===== config.mk =====
export PLATFORM = sky130hd
export DESIGN_NAME = muldiv_unit_flat
export DESIGN_NICKNAME = d
export VERILOG_FILES = /design/src/rtl/muldiv_unit_if.sv /design/src/rtl/muldiv_unit.sv /design/src/flat_wrapper.sv
export SDC_FILE = /design/constraint.sdc
export NUM_CORES = 2
export LEC_CHECK = 0
export BUFFER_PORTS_ARGS = -buffer_cell sky130_fd_sc_hd__buf_4
export CORE_MARGIN = 2
export CORE_UTILIZATION = 59
export DETAILED_ROUTE_END_ITERATION = 8
export PLACE_DENSITY_LB_ADDON = 0.08
export SLEW_MARGIN = 10
export SYNTH_ARGS = -nofsm -noshare
export SYNTH_HDL_FRONTEND = slang
export SYNTH_SLANG_ARGS = --single-unit
export TNS_END_PERCENT = 100

===== constraint.sdc =====
create_clock -name clk -period 21.6 [get_ports clk]
set_clock_uncertainty 0.1 [all_clocks]
set_input_delay 1.08 -clock clk [delete_from_list [all_inputs] [get_ports clk]]
set_output_delay 1.08 -clock clk [all_outputs]
set_load 0.03 [all_outputs]

===== src/rtl/muldiv_unit_if.sv =====
// ============================================================================
// Module      : muldiv_unit_if
// Description : Request/response bundle between the execute stage and the
//               multiply/divide unit.
// Revision    : 1.0 - initial release
// ============================================================================
`default_nettype none

interface muldiv_unit_if #(
    parameter int WIDTH = 32
);
    logic                 start_i;
    logic [2:0]           op_i;
    logic                 annul_i;
    logic [WIDTH-1:0]     opdata1_i;
    logic [WIDTH-1:0]     opdata2_i;
    logic [WIDTH-1:0]     hi_i;
    logic [WIDTH-1:0]     lo_i;
    logic [2*WIDTH-1:0]   result_o;
    logic                 ready_o;
    logic                 busy_o;
    logic                 div_by_zero_o;

    modport master (
        output start_i, op_i, annul_i, opdata1_i, opdata2_i, hi_i, lo_i,
        input  result_o, ready_o, busy_o, div_by_zero_o
    );

    modport slave (
        input  start_i, op_i, annul_i, opdata1_i, opdata2_i, hi_i, lo_i,
        output result_o, ready_o, busy_o, div_by_zero_o
    );
endinterface

`default_nettype wire


===== src/rtl/muldiv_unit.sv =====
// ============================================================================
// Module      : muldiv_unit
// Description : Multi-cycle multiply / multiply-accumulate / restoring divide.
// Revision    : 1.0 - initial release
// ============================================================================
`default_nettype none

module muldiv_unit #(
    parameter int WIDTH = 32
) (
    input  wire logic    clk,
    input  wire logic    rst,
    muldiv_unit_if.slave bus
);
    localparam int c_cnt_w = $clog2(WIDTH);

    typedef enum logic [2:0] {
        IDLE = 3'd0,
        MUL  = 3'd1,
        ACC  = 3'd2,
        DIV  = 3'd3,
        DONE = 3'd4
    } state_t;

    state_t               r_state;
    logic [2:0]           r_op;
    logic [WIDTH-1:0]     r_a;
    logic [WIDTH-1:0]     r_b;
    logic [WIDTH-1:0]     r_hi;
    logic [WIDTH-1:0]     r_lo;
    logic [2*WIDTH-1:0]   r_prod;
    logic [2*WIDTH-1:0]   r_result;
    logic                 r_ready;
    logic                 r_busy;
    logic                 r_dbz;
    logic [WIDTH-1:0]     r_rem;
    logic [WIDTH-1:0]     r_quot;
    logic [WIDTH-1:0]     r_div;
    logic                 r_qneg;
    logic                 r_rneg;
    logic [c_cnt_w-1:0]   r_cnt;

    // Operand magnitudes are taken at accept so the divider only sees unsigned data
    logic                 w_a_neg;
    logic                 w_b_neg;
    logic [WIDTH-1:0]     w_a_mag;
    logic [WIDTH-1:0]     w_b_mag;
    logic                 w_is_div_in;

    assign w_a_neg     = ~bus.op_i[0] & bus.opdata1_i[WIDTH-1];
    assign w_b_neg     = ~bus.op_i[0] & bus.opdata2_i[WIDTH-1];
    assign w_a_mag     = w_a_neg ? -bus.opdata1_i : bus.opdata1_i;
    assign w_b_mag     = w_b_neg ? -bus.opdata2_i : bus.opdata2_i;
    assign w_is_div_in = bus.op_i[2] & bus.op_i[1];

    logic [2*WIDTH-1:0]   w_ext1;
    logic [2*WIDTH-1:0]   w_ext2;
    logic [2*WIDTH-1:0]   w_prod;
    logic [2*WIDTH-1:0]   w_acc;

    assign w_ext1 = r_op[0] ? {{WIDTH{1'b0}}, r_a} : {{WIDTH{r_a[WIDTH-1]}}, r_a};
    assign w_ext2 = r_op[0] ? {{WIDTH{1'b0}}, r_b} : {{WIDTH{r_b[WIDTH-1]}}, r_b};
    assign w_prod = w_ext1 * w_ext2;
    assign w_acc  = r_op[2] ? ({r_hi, r_lo} - r_prod) : ({r_hi, r_lo} + r_prod);

    // One restoring step: shift in the next dividend bit, keep the difference if non-negative
    logic [WIDTH:0]       w_shift;
    logic [WIDTH:0]       w_diff;
    logic                 w_qbit;
    logic [WIDTH-1:0]     w_rem_next;
    logic [WIDTH-1:0]     w_quot_next;
    logic [2*WIDTH-1:0]   w_div_res;

    assign w_shift     = {r_rem, r_quot[WIDTH-1]};
    assign w_diff      = w_shift - {1'b0, r_div};
    assign w_qbit      = ~w_diff[WIDTH];
    assign w_rem_next  = w_qbit ? w_diff[WIDTH-1:0] : w_shift[WIDTH-1:0];
    assign w_quot_next = {r_quot[WIDTH-2:0], w_qbit};
    assign w_div_res   = {(r_rneg ? -w_rem_next : w_rem_next),
                          (r_qneg ? -w_quot_next : w_quot_next)};

    always_ff @(posedge clk) begin
        if (rst) begin
            r_state  <= IDLE;
            r_ready  <= 1'b0;
            r_busy   <= 1'b0;
            r_dbz    <= 1'b0;
            r_result <= '0;
            r_cnt    <= '0;
            r_op     <= '0;
            r_a      <= '0;
            r_b      <= '0;
            r_hi     <= '0;
            r_lo     <= '0;
            r_prod   <= '0;
            r_rem    <= '0;
            r_quot   <= '0;
            r_div    <= '0;
            r_qneg   <= 1'b0;
            r_rneg   <= 1'b0;
        end else begin
            r_ready <= 1'b0;
            r_dbz   <= 1'b0;
            case (r_state)
                IDLE: begin
                    if (bus.start_i && !bus.annul_i) begin
                        r_op   <= bus.op_i;
                        r_a    <= bus.opdata1_i;
                        r_b    <= bus.opdata2_i;
                        r_hi   <= bus.hi_i;
                        r_lo   <= bus.lo_i;
                        r_rem  <= '0;
                        r_quot <= w_a_mag;
                        r_div  <= w_b_mag;
                        r_qneg <= w_a_neg ^ w_b_neg;
                        r_rneg <= w_a_neg;
                        r_cnt  <= '0;
                        r_busy <= 1'b1;
                        if (w_is_div_in && (bus.opdata2_i == '0)) begin
                            r_state  <= DONE;
                            r_ready  <= 1'b1;
                            r_dbz    <= 1'b1;
                            r_result <= '0;
                        end else if (w_is_div_in) begin
                            r_state <= DIV;
                        end else begin
                            r_state <= MUL;
                        end
                    end
                end
                MUL: begin
                    if (bus.annul_i) begin
                        r_state <= IDLE;
                        r_busy  <= 1'b0;
                    end else if (r_op[2:1] == 2'b00) begin
                        r_result <= w_prod;
                        r_ready  <= 1'b1;
                        r_state  <= DONE;
                    end else begin
                        r_prod  <= w_prod;
                        r_state <= ACC;
                    end
                end
                ACC: begin
                    if (bus.annul_i) begin
                        r_state <= IDLE;
                        r_busy  <= 1'b0;
                    end else begin
                        r_result <= w_acc;
                        r_ready  <= 1'b1;
                        r_state  <= DONE;
                    end
                end
                DIV: begin
                    if (bus.annul_i) begin
                        r_state <= IDLE;
                        r_busy  <= 1'b0;
                        r_cnt   <= '0;
                    end else begin
                        r_rem  <= w_rem_next;
                        r_quot <= w_quot_next;
                        if (r_cnt == c_cnt_w'(WIDTH - 1)) begin
                            r_cnt    <= '0;
                            r_result <= w_div_res;
                            r_ready  <= 1'b1;
                            r_state  <= DONE;
                        end else begin
                            r_cnt <= r_cnt + c_cnt_w'(1);
                        end
                    end
                end
                DONE: begin
                    r_state <= IDLE;
                    r_busy  <= 1'b0;
                end
                default: begin
                    r_state <= IDLE;
                    r_busy  <= 1'b0;
                end
            endcase
        end
    end

    assign bus.result_o      = r_result;
    assign bus.ready_o       = r_ready;
    assign bus.busy_o        = r_busy;
    assign bus.div_by_zero_o = r_dbz;

endmodule

`default_nettype wire


===== src/flat_wrapper.sv =====
// flat-port wrapper written by rule: the top's interface ports become plain ports
module muldiv_unit_flat 
#(
    parameter int WIDTH = 32
)
  (clk, rst, bus_start_i, bus_op_i, bus_annul_i, bus_opdata1_i, bus_opdata2_i, bus_hi_i, bus_lo_i, bus_result_o, bus_ready_o, bus_busy_o, bus_div_by_zero_o);
  muldiv_unit_if #(.WIDTH(WIDTH)) bus_i ();
  input  wire logic clk;
  input  wire logic rst;
  input wire logic [$bits(bus_i.start_i)-1:0] bus_start_i;
  input wire logic [$bits(bus_i.op_i)-1:0] bus_op_i;
  input wire logic [$bits(bus_i.annul_i)-1:0] bus_annul_i;
  input wire logic [$bits(bus_i.opdata1_i)-1:0] bus_opdata1_i;
  input wire logic [$bits(bus_i.opdata2_i)-1:0] bus_opdata2_i;
  input wire logic [$bits(bus_i.hi_i)-1:0] bus_hi_i;
  input wire logic [$bits(bus_i.lo_i)-1:0] bus_lo_i;
  output wire logic [$bits(bus_i.result_o)-1:0] bus_result_o;
  output wire logic [$bits(bus_i.ready_o)-1:0] bus_ready_o;
  output wire logic [$bits(bus_i.busy_o)-1:0] bus_busy_o;
  output wire logic [$bits(bus_i.div_by_zero_o)-1:0] bus_div_by_zero_o;
  assign bus_i.start_i = bus_start_i;
  assign bus_i.op_i = bus_op_i;
  assign bus_i.annul_i = bus_annul_i;
  assign bus_i.opdata1_i = bus_opdata1_i;
  assign bus_i.opdata2_i = bus_opdata2_i;
  assign bus_i.hi_i = bus_hi_i;
  assign bus_i.lo_i = bus_lo_i;
  assign bus_result_o = bus_i.result_o;
  assign bus_ready_o = bus_i.ready_o;
  assign bus_busy_o = bus_i.busy_o;
  assign bus_div_by_zero_o = bus_i.div_by_zero_o;
  muldiv_unit #(.WIDTH(WIDTH)) u_core (.clk(clk), .rst(rst), .bus(bus_i));
endmodule

==> results_tabular.tex <==
\begin{tabular}{lr}
\hline
Metric & Value \\
\hline
\multicolumn{2}{l}{\textbf{Pwr}} \\
Leakage power & 36.6 nW \\
Total power of the final layout & 2.74 mW \\
Maximum vdd ir drop & 0.0000651 V \\
Ratio of total power to cell area & about 36 nW/µm² \\
\multicolumn{2}{l}{\textbf{Timing}} \\
Setup violation total in the final timing report & 0 \\
Slew headroom & 0.200 \\
Number of hold violations in the final report & 0 \\
Post-layout minimum cycle time & about 11 ns \\
RSZ-0062 raised after global routing & no \\
Slew of the pin with the lowest slew margin & around 1.2 ns \\
Achievable clock frequency & 95.1 MHz \\
Final max-slew violation count & 0 \\
Sum of negative setup slack & 0 ns \\
Final setup margin & between 10 and 15 ns \\
Final period utilization & 0.487 \\
\multicolumn{2}{l}{\textbf{Finish}} \\
Share of layout cells above drive strength 1 & 0.0542 \\
NumNets Final & $\sim$10000 \\
Area growth from synthesis to layout & 5.73\% \\
Fill cell total of the finished layout & between 10000 and 15000 \\
Post-route non-filler standard cell count & 9956 \\
\multicolumn{2}{l}{\textbf{Setup path}} \\
Critical path's top delay family & adder cells \\
Crit. End Element & register \\
Crit path launch & u\_core.r\_op[0] \\
Largest stage delay, worst path & around 0.83 ns \\
Top fanout value on the critical path & 25 \\
Stages on worst setup path & 32 \\
Register-to-register setup slack & between 10 and 15 ns \\
Worst Path Arrival & roughly 11 ns \\
Worst setup endpoint & u\_core.bus.result\_o[63] \\
R2R Path Start & u\_core.r\_op[0] \\
Critical path class & reg2reg \\
Worst-case reg-to-reg path depth & 32 \\
Slowest library cell on the worst path & sky130\_fd\_sc\_hd\_\_fa\_1 \\
Kind of start point of the critical path & register \\
Most common cell on crit path & sky130\_fd\_sc\_hd\_\_fa\_1 \\
Critical register-to-register path endpoint & u\_core.bus.result\_o[63] \\
Crit path required time & roughly 22 ns \\
Combined buffer and inverter count along the critical path & 7 \\
\multicolumn{2}{l}{\textbf{GRT}} \\
GRT overflow & 0 \\
All-Layer GR Usage & 0.381 \\
Wire length of the first global-routing pass & $\sim$360000 µm \\
Pin count of the biggest net entering global routing & 119 \\
Number of antenna violations at the first check in global routing & 8 \\
Vias in the first global route & 60900 \\
\multicolumn{2}{l}{\textbf{Clock tree}} \\
Latest clock arrival within the worst-skew pair & $\sim$0.63 ns \\
Clk buf depth & 3 \\
Number of buffers created by CTS & between 40 and 50 \\
CTS tree & done \\
CTS sink count & 367 \\
H-tree depth & 2 \\
Root buffer cell & sky130\_fd\_sc\_hd\_\_clkbuf\_16 \\
PostCTS Resize Cnt & 0 \\
Clock-pin slew on the worst setup and hold paths & roughly 0.060 ns \\
Setup repair bufs after CTS & 0 \\
Hold buffers post-CTS & 0 \\
\multicolumn{2}{l}{\textbf{Floorplan}} \\
Effective utilization at floorplan & 0.593 \\
Number of top-level pins & 202 \\
Site Rows & about 130 \\
Standard cell core area & around 120000 µm² \\
Die boundary height & about 350 µm \\
Die area & around 120000 µm² \\
Horizontal die dimension & $\sim$350 µm \\
\multicolumn{2}{l}{\textbf{Yosys}} \\
Compound-cell area share of the yosys netlist & 0.111 \\
Top cell type's share of synthesized area & 0.394 \\
Top cell type by total area after synthesis & sky130\_fd\_sc\_hd\_\_fa\_1 \\
Dominant combinational cell family by area after synthesis & adder cells \\
Net count after synthesis & $\sim$10000 \\
Library cells used by synthesis & roughly 110 \\
Most instantiated cells after synthesis & 1620 x sky130\_fd\_sc\_hd\_\_inv\_1, 1417 x sky130\_fd\_sc\_hd\_\_fa\_1, 1131 x sky130\_fd\_sc\_hd\_\_nand2\_1 \\
Number of warnings issued by yosys & 0 \\
Cells after Synth & between 8000 and 9000 \\
Share of synthesized flip-flops with an asynchronous set or reset & 0 \\
Number of register bits inferred by synthesis & roughly 370 \\
Post-synthesis mux area share & 0.00464 \\
Post-synthesis sequential area ratio & 0.102 \\
Fraction of the mapped netlist area in simple logic gates & 0.162 \\
Cell with the most instances after synthesis & sky130\_fd\_sc\_hd\_\_inv\_1 \\
Number of synthesized flops with an enable pin & 0 \\
Post-Synthesis Cell Area & 72000 µm² \\
Post-synthesis area per instance & around 8.6 µm² \\
XOR/XNOR Fraction of Synth Area & 0.0453 \\
Cell types occupying the most area after synthesis & sky130\_fd\_sc\_hd\_\_fa\_1 39\%, sky130\_fd\_sc\_hd\_\_dfxtp\_1 10\%, sky130\_fd\_sc\_hd\_\_inv\_1 8.4\% \\
Main synth FF type & sky130\_fd\_sc\_hd\_\_dfxtp\_1 \\
Synth Area in Adders & 0.466 \\
\multicolumn{2}{l}{\textbf{Routing}} \\
Via density & slightly below 6 \\
Count of TritonRoute iterations in the first routing pass & 8 \\
Wire length per cell after detailed routing & $\sim$23 µm \\
DR DRC count & 0 \\
Total detailed-routing wirelength & about 230000 µm \\
Routed Antenna Nets & 0 \\
Violation count after the first detailed-route iteration & between 5000 and 6000 \\
Vias after detailed routing & approximately 58000 \\
\multicolumn{2}{l}{\textbf{Run}} \\
Max-capacitance violation count & 0 \\
\multicolumn{2}{l}{\textbf{Place}} \\
Port Buffer Count & between 200 and 250 \\
Weighted congestion at the end of routability-driven global placement & 1.03 \\
Post-place setup slack & 11.13 ns \\
Post-DP HPWL & around 190000 µm \\
Cell count after placement & 9872 \\
\multicolumn{2}{l}{\textbf{Worst hold path}} \\
Hold wc startpoint & u\_core.bus.result\_o[20] \\
Type of the tightest min-delay check & reg2reg \\
\multicolumn{2}{l}{\textbf{Status}} \\
Outcome & finished clean \\
\hline
\end{tabular}
==> flip-flops by register name, indices dropped and copies added, names as in the netlist <==
register	count
u_core.r_prod	64
u_core.r_qneg	1
u_core.r_a	32
u_core.r_op	3
u_core.r_quot	32
u_core.r_div	31
u_core.r_b	32
u_core.r_state	3
u_core.bus.div_by_zero_o	1
u_core.r_rem	32
u_core.r_hi	32
u_core.bus.busy_o	1
u_core.bus.result_o	64
u_core.bus.ready_o	1
u_core.r_rneg	1
u_core.r_cnt	5
u_core.r_lo	32
==> how the worst min path moves through the flow <==
stage	endpoint	slack [ns]	depth (start not counted)
final	u_core.bus.result_o[20]	0.35	2
after global routing	u_core.r_op[2]	0.38	2
after CTS	u_core.r_a[8]	0.36	2
after detailed placement	u_core.bus.result_o[20]	0.34	2
after global placement	u_core.r_b[8]	0.34	2
after floorplan	u_core.r_div[31]	0.33	2
==> placed cells by master, fill, tap and decap left out, types with 32 or more instances in the layout <==
master	n
sky130_fd_sc_hd__a31oi_1	32
sky130_fd_sc_hd__xnor2_1	255
sky130_fd_sc_hd__nand3_1	44
sky130_fd_sc_hd__a21o_1	76
sky130_fd_sc_hd__fa_1	1417
sky130_fd_sc_hd__o21ai_1	33
sky130_fd_sc_hd__clkbuf_16	44
sky130_fd_sc_hd__a22oi_1	44
sky130_fd_sc_hd__or3_1	43
sky130_fd_sc_hd__o21ai_0	149
sky130_fd_sc_hd__a211oi_1	102
sky130_fd_sc_hd__xor2_1	115
sky130_fd_sc_hd__a21oi_1	540
sky130_fd_sc_hd__ha_1	413
sky130_fd_sc_hd__nor3_1	77
sky130_fd_sc_hd__inv_1	1620
sky130_fd_sc_hd__and2_1	577
sky130_fd_sc_hd__o31ai_1	37
sky130_fd_sc_hd__dfxtp_1	355
sky130_fd_sc_hd__nor2_1	372
sky130_fd_sc_hd__nand2b_1	32
sky130_fd_sc_hd__nand4_1	33
sky130_fd_sc_hd__buf_4	294
sky130_fd_sc_hd__nand2_1	1129
==> worst reg2reg max path, delay by kind of cell, from the launching register on <==
kind	cells	cell delay, ns
buffers and inverters	7	1.22
and+or+nand+nor	2	0.58
AOI/OAI and AO/OA	12	2.06
adders and majority gates	11	6.00
DFF	1	0.38
==> per-layer routing <==
| layer | vias up | part of all wire | GRT usage |
|---|---|---|---|
| met3 | 516 | 0.086 | 0.0675 |
| met2 | 2571 | 0.47 | 0.624 |
| met1 | 29300 | 0.39 | 0.497 |
| met4 | 6 | 0.052 | 0.170 |
| li1 | 25800 | - | - |
| met5 | - | 0.00017 | 0 |
==> where the power goes <==
group	internal [mW]	switching, mW	leakage (nW)
registers	0.699	0.0273	2.98
logic	0.416	0.809	32.9
clock network	0.443	0.350	0.733
total	1.56	1.19	36.6
==> layout make-up <==
cell class	count	area [µm²]	share of cell area
Antenna cell	4	10.0	0.000132
Clock buffer	56	1230	0.0161
Clock inverter	24	278	0.00365
Inverter	1622	6090	0.0800
Multi-Input combinational cell	5963	56900	0.747
Sequential cell	367	7360	0.0967
Tap cell	1625	2030	0.0267
Timing Repair Buffer	295	2220	0.0292
==> cells by family after synthesis <==
| family | Yosys count |
|---|---|
| AOI/OAI and AO/OA | 1263 |
| xor gates and xnor gates | 371 |
| adders and majority gates | 1834 |
| buffers and inverters | 2073 |
| DFF | 367 |
| muxes | 32 |
| and+or+nand+nor | 2463 |
==> metrics by stage <==
| step | utilization | cell area (µm²) | hold slack (ns) |
|---|---|---|---|
| 2_1_floorplan | - | 72000 | 0.332 |
| 3_3_place_gp | 0.614 | 74600 | 0.343 |
| 3_5_place_dp | 0.614 | 74600 | 0.344 |
| 4_1_cts | 0.627 | 76100 | 0.356 |
| 5_1_grt | 0.627 | 76100 | 0.378 |
| 6_report | 0.627 | 76100 | 0.351 |
Power figures use the tool's default switching activity.
